===== src/rtl/io_input_stall_controller_if.sv =====
// io_input_stall_controller_if: decode strobes, raw board inputs and stall/write-back outputs of the IN/HALT controller
interface io_input_stall_controller_if #(
  parameter int SW_WIDTH = 16,
  parameter int DATA_WIDTH = 32
);
  logic In;
  logic Halt;
  logic Button;
  logic [SW_WIDTH-1:0] Switches;
  logic ClockEnable;
  logic [DATA_WIDTH-1:0] InData;
  logic InValid;
  logic Waiting;
  logic Halted;
  modport master (
    output In, Halt, Button, Switches,
    input ClockEnable, InData, InValid, Waiting, Halted
  );
  modport slave (
    input In, Halt, Button, Switches,
    output ClockEnable, InData, InValid, Waiting, Halted
  );
endinterface


===== src/rtl/io_input_stall_controller.sv =====
// io_input_stall_controller: stalls the core on IN/HALT, commits IN on a debounced button press; IN_SIGN_EXTEND_EN selects sign extension of InData
module io_input_stall_controller #(
  parameter int DEBOUNCE_CYCLES = 50000,
  parameter int SW_WIDTH = 16,
  parameter int DATA_WIDTH = 32
) (
  input logic clock,
  input logic reset,
  io_input_stall_controller_if.slave bus
);
  localparam int CW = $clog2(DEBOUNCE_CYCLES + 1);
  typedef enum logic [1:0] {RUN, WAIT, COMMIT, HALTED} state_t;
  state_t r_state, w_next;
  logic r_sync1, r_sync2, r_db, r_press;
  logic [CW-1:0] r_cnt;
  logic [DATA_WIDTH-1:0] r_data, w_ext;
  logic w_diff, w_flip;
  assign w_diff = r_sync2 != r_db;
  assign w_flip = w_diff && (r_cnt >= CW'(DEBOUNCE_CYCLES - 1));
`ifdef IN_SIGN_EXTEND_EN
  assign w_ext = DATA_WIDTH'($signed(bus.Switches));
`else
  assign w_ext = DATA_WIDTH'(bus.Switches);
`endif
  assign bus.InData = r_data;
  always_ff @(posedge clock) begin
    if (reset) begin
      r_sync1 <= 1'b1;
      r_sync2 <= 1'b1;
      r_db <= 1'b1;
      r_press <= 1'b0;
      r_cnt <= '0;
      r_state <= RUN;
      r_data <= '0;
    end else begin
      r_sync1 <= bus.Button;
      r_sync2 <= r_sync1;
      r_db <= w_flip ? ~r_db : r_db;
      r_press <= w_flip && r_db;
      r_cnt <= (!w_diff || w_flip) ? '0 : (r_cnt == CW'(DEBOUNCE_CYCLES)) ? r_cnt : r_cnt + CW'(1);
      r_state <= w_next;
      if (r_state == WAIT && r_press) r_data <= w_ext;
    end
  end
  always_comb begin
    w_next = r_state;
    bus.ClockEnable = 1'b1;
    bus.InValid = 1'b0;
    bus.Waiting = 1'b0;
    bus.Halted = 1'b0;
    case (r_state)
      RUN: begin
        w_next = bus.Halt ? HALTED : bus.In ? WAIT : RUN;
        bus.ClockEnable = !(bus.In || bus.Halt);
        bus.Waiting = bus.In && !bus.Halt;
        bus.Halted = bus.Halt;
      end
      WAIT: begin
        w_next = r_press ? COMMIT : WAIT;
        bus.ClockEnable = 1'b0;
        bus.Waiting = 1'b1;
      end
      COMMIT: begin
        w_next = RUN;
        bus.InValid = 1'b1;
      end
      default: begin
        bus.ClockEnable = 1'b0;
        bus.Halted = 1'b1;
      end
    endcase
  end
endmodule

===== src/flat_wrapper.sv =====
// flat-port wrapper written by rule: the top's interface ports become plain ports
module io_input_stall_controller_flat 
#(
  parameter int DEBOUNCE_CYCLES = 50000,
  parameter int SW_WIDTH = 16,
  parameter int DATA_WIDTH = 32
)
  (clock, reset, bus_In, bus_Halt, bus_Button, bus_Switches, bus_ClockEnable, bus_InData, bus_InValid, bus_Waiting, bus_Halted);
  io_input_stall_controller_if #(.SW_WIDTH(SW_WIDTH), .DATA_WIDTH(DATA_WIDTH)) bus_i ();
  input logic clock;
  input logic reset;
  input wire logic [$bits(bus_i.In)-1:0] bus_In;
  input wire logic [$bits(bus_i.Halt)-1:0] bus_Halt;
  input wire logic [$bits(bus_i.Button)-1:0] bus_Button;
  input wire logic [$bits(bus_i.Switches)-1:0] bus_Switches;
  output wire logic [$bits(bus_i.ClockEnable)-1:0] bus_ClockEnable;
  output wire logic [$bits(bus_i.InData)-1:0] bus_InData;
  output wire logic [$bits(bus_i.InValid)-1:0] bus_InValid;
  output wire logic [$bits(bus_i.Waiting)-1:0] bus_Waiting;
  output wire logic [$bits(bus_i.Halted)-1:0] bus_Halted;
  assign bus_i.In = bus_In;
  assign bus_i.Halt = bus_Halt;
  assign bus_i.Button = bus_Button;
  assign bus_i.Switches = bus_Switches;
  assign bus_ClockEnable = bus_i.ClockEnable;
  assign bus_InData = bus_i.InData;
  assign bus_InValid = bus_i.InValid;
  assign bus_Waiting = bus_i.Waiting;
  assign bus_Halted = bus_i.Halted;
  io_input_stall_controller #(.DEBOUNCE_CYCLES(DEBOUNCE_CYCLES), .SW_WIDTH(SW_WIDTH), .DATA_WIDTH(DATA_WIDTH)) u_core (.clock(clock), .reset(reset), .bus(bus_i));
endmodule

===== config.mk =====
export PLATFORM = sky130hd
export DESIGN_NAME = io_input_stall_controller_flat
export DESIGN_NICKNAME = d
export VERILOG_FILES = /design/src/rtl/io_input_stall_controller_if.sv /design/src/rtl/io_input_stall_controller.sv /design/src/flat_wrapper.sv
export SDC_FILE = /design/constraint.sdc
export NUM_CORES = 1
export LEC_CHECK = 0
export CORE_MARGIN = 4
export CORE_UTILIZATION = 35
export CTS_CLUSTER_DIAMETER = 80
export DETAILED_ROUTE_END_ITERATION = 10
export PLACE_DENSITY = 0.66
export SLEW_MARGIN = 40
export SYNTH_ARGS = -nofsm -noshare
export SYNTH_HDL_FRONTEND = slang
export SYNTH_SLANG_ARGS = --single-unit

===== constraint.sdc =====
create_clock -name clock -period 1.6 [get_ports clock]
set_input_delay 0.32 -clock clock [delete_from_list [all_inputs] [get_ports clock]]
set_output_delay 0.32 -clock clock [all_outputs]
set_load 0.02 [all_outputs]

==> qor.yml, run 1 <==
yosys:
  mux_contribution_to_synthesized_area_pct: 1.11
  netlist_area_um2: 1800
  largest_area_contributor_in_the_netlist: "dfxtp_1"
  biggest_area_contributors_in_the_synthesized_netlist: "dfxtp_1 (42%), nand2_1 (8.1%), buf_4 (6.7%)"
  post_synthesis_sequential_element_count: 38
  compound_cell_area_share_of_the_yosys_netlist_pct: 8.36
  synth_simple_gate_area_share_pct: 27.0
  seq_area_frac_synth_pct: 42.3
  synthesis.area_per_instance_um2: 8.28
  synth-edff-count: 0
  synth_cell_type_count: 34
  dominant_combinational_cell_family_by_area_after_synthesis: "simple AND/OR/NAND/NOR gates"
  synth-adder-area-share_pct: 4.18
  yosysWarnings: 0
  netlist_instances: 217
  synth-xor-area-share_pct: 6.82
  yosys.area.top_type_share_pct: 42.3
  dominantRegCellSynth: "dfxtp_1"
  ys_async_sr_fraction_pct: 0
pwr:
  leakagePower_nw: 1.07
  power-per-cell-area_nw_per_um2: 895
  vdd_drop_max_mv: 0.369
global_routing:
  global_route.usage.total_pct: 13.3
  grt_pass1_vias: 1565
  initial_antenna_violation_count: 0
  grt_first_pass_wirelength_um: 6700
  global_route.overflow_total: 0
  grt_start_max_net_pins: 23
clocking:
  clock-root-buffer: "clkbuf_8"
  clock_tree.buffer_depth: 2
  htree_levels: 2
  cts_made_buffers: 5
  cts_tree: "yes"
  clock_latency_ns: 0.29
  cts.sink_count: 38
  clk_transition_reported_paths_ns: 0.07
  cts_setup_buffers: 0
sta:
  setup_repair_after_global_routing_missed_its_margin: "true"
  tns_ns: -0.0113
  hold_viol_final: 0
  finalSetupViolations: 2
  fin_crit_sh_pct: 101
  fin_ws_ns: -0.0105
  timing.fmax_ghz: 0.621
  timing.final.max_slew_violations: 0
  clock-skew-final_ns: 0.00231
  final_critical_delay_including_setup_and_external_delays_ns: 1.61
setup_path:
  critical_path.startpoint_type: "flop"
  regToRegSetupSlack_ns: -0.01
  timing.critical_path.required_ns: 1.79
  critical_path.endpoint_type: "flop"
  ff2ff_path_depth: 4
  arrival_ns: 1.80
  critical_path_class: "flop to flop"
  critical_path.max_fanout: 3
floorplan:
  ios: 57
  die_width_um: 79.7
  core_ar_um2: 4850
  core.rowCount: 25
  die-height_um: 79.7
  fp.dieArea_um2: 6340
  initial_utilization_pct: 37.1
status:
  run_status: "finished with violations"
  violations: "setup timing"
final_layout:
  layout.cells.most_common: "nand2_1"
  drive_gt1_share_pct: 20.1
  mostFrequentLayoutCells: "nand2_1 (39), dfxtp_1 (36), clkdlybuf4s50_1 (27)"
  antenna_diode_count: 0
  postLayoutCellArea_um2: 2550
  design.final.nets: 305
  final_util_pct: 52.6
  syn_to_final_growth_pct: 42.0
placement:
  post_dp_cell_area_um2: 2370
  sum_of_net_half_perimeters_after_detailed_placement_um: 2820
  place_congestion: 0.819
  port_buffers: 40
run:
  number_of_max_cap_violations: 0
min_path:
  worstHoldPathType: "flop to flop"
  whs_path_depth: 1
drt:
  drt_first_pass_iters: 4
  detail_route.wirelength_um: 4000
  drt_iter0_drc: 72
  wl_per_cell_um: 11.6
  vias: 1596
  detail-route-antenna-nets: 0
  avgViaCountPerCell: 4.61
  number_of_drc_violations_after_detailed_routing: 0
-- registers in the layout (all words and copies together), names as in the netlist --
| name | count |
|---|---|
| u_core.r_sync2 | 1 |
| u_core.r_db | 1 |
| u_core.bus.InData | 16 |
| u_core.r_state | 2 |
| u_core.r_press | 1 |
| u_core.r_sync1 | 1 |
| u_core.r_cnt | 16 |
-- critical path: stages, from the launching register on --
cell and delay [ns]:
dfxtp_1 0.32, or4b_4 0.55, nor4_4 0.38, mux2i_1 0.22, nor2_1 0.05
-- final cells by class --
cell class              count  area (um^2)
fillers                   445         2300
multi-input cells         163          972
flip-flops and latches     38          763
repair buffers             63          611
well taps                  67         83.8
clock buffers               6         82.6
inverters                   7         26.3
clock inverters             2         12.5
-- through the flow --
| step | setup slack (ns) | power [W] | cells | hold slack, ns |
|---|---|---|---|---|
| after detailed placement | -0.363 | 0.00149 | 338 | 0.401 |
| after global routing | -0.0651 | 0.00240 | 346 | 0.428 |
| after floorplan | 0.0231 | 0.00128 | 232 | 0.389 |
| after CTS | -0.0307 | 0.00227 | 346 | 0.421 |
| after global placement | -0.346 | 0.00148 | 338 | 0.397 |
| final | -0.0105 | 0.00228 | 346 | 0.419 |
-- what timing repair did --
| action | in CTS | in global routing |
|---|---|---|
| cloned | 0 | 0 |
| hold buffers | 0 | 0 |
| setup endpoints to repair | 7 | 21 |
| pin swaps | 3 | 0 |
| gates resized for setup | 33 | 16 |
-- cells by family after synthesis --
group,count (synthesis)
other,1
AO/OA/AOI/OAI,27
multiplexers,2
adder cells (fa/ha/maj),6
buffers and inverters,31
AND/OR/NAND/NOR,98
flip-flops,38
XOR/XNOR,14
-- metal layers --
| layer | GRT usage, % | vias to the layer above | wire length (um) |
|---|---|---|---|
| li1 | - | 811 | - |
| met1 | 15.6 | 734 | 1780 |
| met2 | 22.8 | 46 | 1860 |
| met3 | 4.63 | 5 | 311 |
| met4 | 3.78 | 0 | 48 |
| met5 | 0 | - | 0 |
-- synth_stat cells, types with 2 or more instances --
cell	instances
nand2_1	39
dfxtp_1	38
nor2_1	21
a21oi_1	19
buf_4	16
xnor2_1	9
nand3_1	8
inv_1	7
clkbuf_1	6
ha_1	6
nand4_1	5
nor3_1	5
xor2_1	5
a211oi_1	3
o21ai_0	3
a31o_2	2
and3_1	2
buf_2	2
mux2i_1	2
nand2b_1	2
nor4_1	2
or2_2	2
or3_1	2
-- worst paths after layout --
check                                startpoint               to
worst min-delay path             u_core.r_sync1   u_core.r_sync2
worst max register to register  u_core.r_cnt[5]  u_core.r_cnt[1]
worst max-delay path            u_core.r_cnt[5]  u_core.r_cnt[1]
worst min register to register   u_core.r_sync1   u_core.r_sync2
-- where the power goes --
part | switching (W) | internal (W)
logic | 0.000299 | 0.000308
clock network | 0.000346 | 0.000346
registers | 0.0000144 | 0.000968
(Power assumes the default switching activity.)
==> run 2: changes to the inputs <==
--- a/config.mk
+++ b/config.mk
@@ -6,11 +6,12 @@
 export NUM_CORES = 1
 export LEC_CHECK = 0
 export CORE_MARGIN = 4
-export CORE_UTILIZATION = 35
+export CORE_UTILIZATION = 41
 export CTS_CLUSTER_DIAMETER = 80
 export DETAILED_ROUTE_END_ITERATION = 10
-export PLACE_DENSITY = 0.66
+export PLACE_DENSITY = 0.75
 export SLEW_MARGIN = 40
 export SYNTH_ARGS = -nofsm -noshare
 export SYNTH_HDL_FRONTEND = slang
 export SYNTH_SLANG_ARGS = --single-unit
+export TNS_END_PERCENT = 50
==> run 2 against run 1 <==
The run still ends with setup timing left. Critical path depth unchanged. Largest power group unchanged. Non-clock buffer count decreased by 2. Clock-buffer cell count unchanged.
==> qor.yml, run 2 (synthesized netlist as in run 1, its figures left out) <==
final_layout:
  syn_to_final_growth_pct: 40.3
  mostFrequentLayoutCells: "nand2_1 (39), dfxtp_1 (35), clkdlybuf4s50_1 (30)"
  fillCellCount: 366
  antenna_diode_count: 0
  layoutNonFillerInstCount: 327
  design.final.nets: 303
  drive_gt1_share_pct: 19.5
  layout.cells.most_common: "nand2_1"
floorplan:
  initial_utilization_pct: 43.7
  core_ar_um2: 4120
  core.rowCount: 23
  die-height_um: 74.2
  fp.dieArea_um2: 5510
  die_width_um: 74.2
  ios: 57
clocking:
  cts_made_buffers: 5
  htree_levels: 2
  clk_transition_reported_paths_ns: 0.08
  clock_latency_ns: 0.29
  clock_tree.buffer_depth: 2
  clock-root-buffer: "clkbuf_8"
  cts.sink_count: 38
  cts_tree: "yes"
drt:
  wl_per_cell_um: 12.2
  avgViaCountPerCell: 4.88
  vias: 1597
  wirelength_met1_um: 1700
  highest_layer: "met4"
  detail-route-antenna-nets: 0
  drt_iter0_drc: 57
  met2WireLength_um: 1870
  number_of_drc_violations_after_detailed_routing: 0
  drt_first_pass_iters: 4
  detail_route.wirelength_um: 3990
  wl_met3_um: 353
global_routing:
  initial_antenna_violation_count: 0
  grt_first_pass_wirelength_um: 6190
  global_route.usage.total_pct: 14.7
  grt_pass1_vias: 1447
  grt_start_max_net_pins: 23
  global_route.overflow_total: 0
sta:
  hold_viol_final: 0
  timing.fmax_ghz: 0.618
  fin_crit_sh_pct: 101
  tns_ns: -0.0186
  timing.final.max_slew_violations: 0
  clock-skew-final_ns: 0.00672
  setup_repair_after_global_routing_missed_its_margin: "true"
  finalSetupViolations: 1
  fin_ws_ns: -0.0186
  final_critical_delay_including_setup_and_external_delays_ns: 1.62
pwr:
  power-per-cell-area_nw_per_um2: 889
  power.net_switching_w: 0.000638
  p_int_w: 0.00160
  power_frac_clock_pct: 30.5
  netSwitchingFraction_pct: 28.5
  leakagePower_nw: 1.02
  sequentialPowerShare_pct: 43.8
  vdd_drop_max_mv: 0.405
  combinationalPowerShare_pct: 25.7
min_path:
  holdCritStartpoint: "u_core.r_sync1"
  whs_path_depth: 1
  hold_end: "u_core.r_sync2"
  worstHoldPathType: "flop to flop"
setup_path:
  cp_top_family: "simple AND/OR/NAND/NOR gates"
  arrival_ns: 1.80
  critical_path.max_fanout: 3
  crit_path_top_delay_cell: "or4b_4"
  crit-reg2reg-launch: "u_core.r_cnt[7]"
  cp_cell_instances: "or4b_4 > nor4_4 > mux2i_1 > nor2_1"
  critical_path_buf_inv_count: 0
  critical_path_class: "flop to flop"
  critical_path.endpoint_type: "flop"
  regToRegSetupSlack_ns: -0.02
  timing.rr.end: "u_core.r_cnt[1]"
  max_stage_delay_ns: 0.54
  critical_path.startpoint_type: "flop"
  timing.critical_path.required_ns: 1.78
  ff2ff_path_depth: 4
placement:
  place.detailed.instances: 319
  sum_of_net_half_perimeters_after_detailed_placement_um: 2840
  port_buffers: 40
  place_congestion: 0.799
status:
  violations: "setup timing"
  run_status: "finished with violations"
run:
  number_of_max_cap_violations: 0
[run 2: what timing repair did]
action                     in CTS  in global routing
gates cloned                    0                  0
pin swaps                       2                  2
hold buffers                    0                  0
gates resized for setup        20                 23
setup endpoints to repair       5                 42
buffers inserted                0                  0
[run 2: final cells by class]
cell class                 count  area (um^2)  share of cell area (%)
multi-input combinational    163          967                    38.4
sequential                    38          764                    30.3
timing repair buffer          61          604                    24.0
clock buffer                   6         82.6                    3.28
tap                           50         62.6                    2.48
inverter                       7         26.3                    1.04
clock inverter                 2         12.5                   0.497
[run 2: worst reg2reg max path, stage by stage, from the launching register on]
cell and delay, ns:
dfxtp_2 0.32, or4b_4 0.54, nor4_4 0.38, mux2i_1 0.23, nor2_1 0.05
[run 2: per-layer routing]
layer,global-route usage (%),up-vias
met5,0,-
met4,6.64,0
met3,4.59,6
met2,25.4,46
met1,16.4,739
li1,-,806
[run 2: power by group through the flow]
stage,clock [W],sequential [W],combinational [W]
finish,0.000683,0.000981,0.000575
global placement,0,0.000995,0.000465
CTS,0.000713,0.000976,0.000458
global route,0.000754,0.000984,0.000620
floorplan,0,0.00100,0.000277
detailed placement,0,0.000995,0.000472
[run 2: worst max-delay path by stage]
stage	slack (ns)	from	end	cells after the start
2_1_floorplan	0.02	u_core.r_state[0]	bus_Halted	3
3_3_place_gp	-0.35	bus_In	bus_ClockEnable	4
3_5_place_dp	-0.37	bus_In	bus_ClockEnable	4
4_1_cts	-0.03	u_core.r_cnt[7]	u_core.r_cnt[1]	4
5_1_grt	-0.09	u_core.r_cnt[7]	u_core.r_cnt[1]	4
6_report	-0.02	u_core.r_cnt[7]	u_core.r_cnt[1]	4
[run 2: per-stage QoR]
step / setup slack (ns) / total power (W) / util, % / hold slack, ns / cell area (um^2)
after CTS: -0.0314 / 0.00215 / 59.2 / 0.418 / 2440
after global routing: -0.0859 / 0.00236 / 61.2 / 0.420 / 2520
after floorplan: 0.0231 / 0.00128 / - / 0.389 / 1850
final: -0.0186 / 0.00224 / 61.2 / 0.412 / 2520
after detailed placement: -0.372 / 0.00147 / 57.0 / 0.402 / 2350
after global placement: -0.348 / 0.00146 / 57.0 / 0.394 / 2350
==> run 3: changes to the inputs <==
--- a/config.mk
+++ b/config.mk
@@ -10,6 +10,7 @@
 export CTS_CLUSTER_DIAMETER = 80
 export DETAILED_ROUTE_END_ITERATION = 10
 export PLACE_DENSITY = 0.75
+export SETUP_SLACK_MARGIN = 0.3
 export SLEW_MARGIN = 40
 export SYNTH_ARGS = -nofsm -noshare
 export SYNTH_HDL_FRONTEND = slang
==> run 3 against run 2 <==
The flow still finishes with violations (setup timing). Sequential power rose by 0.7%. Worst setup slack got worse by 0.027 ns. Flip-flop and latch count unchanged. Clock-buffer cell count decreased by 1. Worst hold slack improved by 0.0047 ns. Fmax down 1.6%. Power rose by 20%.
==> qor.yml, run 3 (synthesized netlist as in run 1, its figures left out) <==
setup_path:
  critical_path.max_fanout: 3
  timing.rr.end: "u_core.r_cnt[1]"
  critical_path.endpoint_type: "flop"
  ff2ff_path_depth: 4
  regToRegSetupSlack_ns: -0.05
  critical_path_class: "flop to flop"
  crit-reg2reg-launch: "u_core.r_cnt[11]"
  arrival_ns: 1.83
  critical_path.startpoint_type: "flop"
  timing.critical_path.required_ns: 1.78
drt:
  detail-route-antenna-nets: 0
  drt_first_pass_iters: 4
  vias: 1646
  wl_per_cell_um: 14.6
  number_of_drc_violations_after_detailed_routing: 0
  avgViaCountPerCell: 4.91
  drt_iter0_drc: 99
  detail_route.wirelength_um: 4880
clocking:
  clock-root-buffer: "clkbuf_8"
  cts.sink_count: 38
  clock_tree.buffer_depth: 2
  clk_transition_reported_paths_ns: 0.07
  cts_made_buffers: 5
  htree_levels: 2
  cts_tree: "yes"
  clock_latency_ns: 0.29
pwr:
  p_int_w: 0.00197
  netSwitchingFraction_pct: 26.7
  leakagePower_nw: 1.04
  combinationalPowerShare_pct: 27.3
  sequentialPowerShare_pct: 36.7
  power_frac_clock_pct: 36.0
  vdd_drop_max_mv: 0.589
  power-per-cell-area_nw_per_um2: 969
  power.net_switching_w: 0.000720
final_layout:
  multi_input_comb_area_um2: 1130
  design.final.nets: 311
  syn_to_final_growth_pct: 54.7
  antenna_diode_count: 0
  drive_gt1_share_pct: 31.2
  mostFrequentLayoutCells: "nand2_1 (38), dfxtp_1 (30), buf_4 (21)"
  area.sequential_um2: 771
  fillCellCount: 322
  layout.cells.most_common: "nand2_1"
  postLayoutCellArea_um2: 2780
  layoutNonFillerInstCount: 335
sta:
  final_critical_delay_including_setup_and_external_delays_ns: 1.65
  setup_repair_after_global_routing_missed_its_margin: "true"
  clock-skew-final_ns: 0.00686
  hold_viol_final: 0
  timing.final.max_slew_violations: 0
  finalSetupViolations: 2
  fin_ws_ns: -0.0456
  timing.fmax_ghz: 0.608
  fin_crit_sh_pct: 103
min_path:
  whs_path_depth: 1
  holdCritStartpoint: "u_core.r_sync1"
  worstHoldPathType: "flop to flop"
  hold_end: "u_core.r_sync2"
placement:
  place_congestion: 0.805
  post_dp_cell_area_um2: 2340
  sum_of_net_half_perimeters_after_detailed_placement_um: 2890
  port_buffers: 40
  place.detailed.instances: 319
floorplan:
  core.rowCount: 23
  ios: 57
  die-height_um: 74.2
  fp.dieArea_um2: 5510
  die_width_um: 74.2
  core_ar_um2: 4120
  initial_utilization_pct: 43.7
global_routing:
  grt_start_max_net_pins: 17
  global_route.overflow_total: 0
  grt_pass1_vias: 1553
  grt_first_pass_wirelength_um: 7090
  initial_antenna_violation_count: 0
  global_route.usage.total_pct: 16.4
status:
  run_status: "finished with violations"
  violations: "setup timing"
run:
  number_of_max_cap_violations: 0
==> run 3: cell count changes in the layout (fill, tap and decap cells not counted), sizes merged <==
cell and change:
and2 +1, buf +6, bufinv +2, clkbuf +1, clkdlybuf4s15 +13, clkdlybuf4s50 -12
clkinvlp -1, dlygate4sd2 +3, dlymetal6s2s -6, nand3b +1
==> run 3: worst max-delay path by stage <==
stage / from / end / slack [ns] / depth (start not counted)
after detailed placement: bus_In / bus_ClockEnable / -0.38 / 4
after floorplan: u_core.r_cnt[11] / u_core.r_cnt[1] / 0.06 / 4
after global routing: u_core.r_cnt[11] / u_core.r_cnt[1] / -0.13 / 4
after global placement: bus_In / bus_ClockEnable / -0.34 / 4
final: u_core.r_cnt[11] / u_core.r_cnt[1] / -0.05 / 4
after CTS: u_core.r_cnt[5] / u_core.r_cnt[1] / -0.03 / 4
==> run 3: worst max-delay path, cell delays in order (launching register included) <==
cell     delay, ns
dfxtp_2       0.32
or4_4         0.55
nor4_4        0.39
mux2i_1       0.22
nor2_1        0.05
==> run 3: per-stage QoR <==
stage | worst slack, ns | power, W | hold slack, ns | utilization, % | setup TNS [ns]
after global placement | -0.345 | 0.00147 | 0.399 | 56.9 | -0.950
after global routing | -0.130 | 0.00279 | 0.442 | 67.6 | -0.257
after floorplan | 0.0632 | 0.00128 | 0.389 | - | 0
final | -0.0456 | 0.00269 | 0.416 | 67.6 | -0.0493
after detailed placement | -0.377 | 0.00148 | 0.400 | 56.9 | -1.03
after CTS | -0.0256 | 0.00260 | 0.420 | 62.8 | -0.0256
==> run 3: area by class of cell <==
class / instances / area share [%]
Sequential cell: 38 / 27.7
Timing Repair Buffer: 67 / 23.1
Clock buffer: 5 / 2.48
Inverter: 7 / 1.13
Clock inverter: 3 / 2.48
Tap cell: 50 / 2.25
Multi-Input combinational cell: 165 / 40.8
==> run 3: what timing repair did <==
action	4_1_cts	5_1_grt
pin swaps	10	19
endpoints found under the setup margin	56	51
cloned	0	3
buffers inserted	1	4
hold buffers	0	0
gates resized for setup	71	42
==> run 3: power by group through the flow <==
stage | registers (W) | logic, W | clock network, W
finish | 0.000988 | 0.000736 | 0.000969
global route | 0.000992 | 0.000785 | 0.00102
CTS | 0.000988 | 0.000627 | 0.000984
detailed placement | 0.000995 | 0.000483 | 0
global placement | 0.000995 | 0.000477 | 0
floorplan | 0.00100 | 0.000281 | 0
==> run 3: metal layers <==
| metal | global-route usage [%] | part of all wire, % | vias up |
|---|---|---|---|
| met2 | 28.4 | 52 | 55 |
| met1 | 20.2 | 40 | 763 |
| met4 | 5.03 | 1.0 | 0 |
| li1 | - | - | 821 |
| met5 | 0 | 0 | - |
| met3 | 3.78 | 6.6 | 7 |
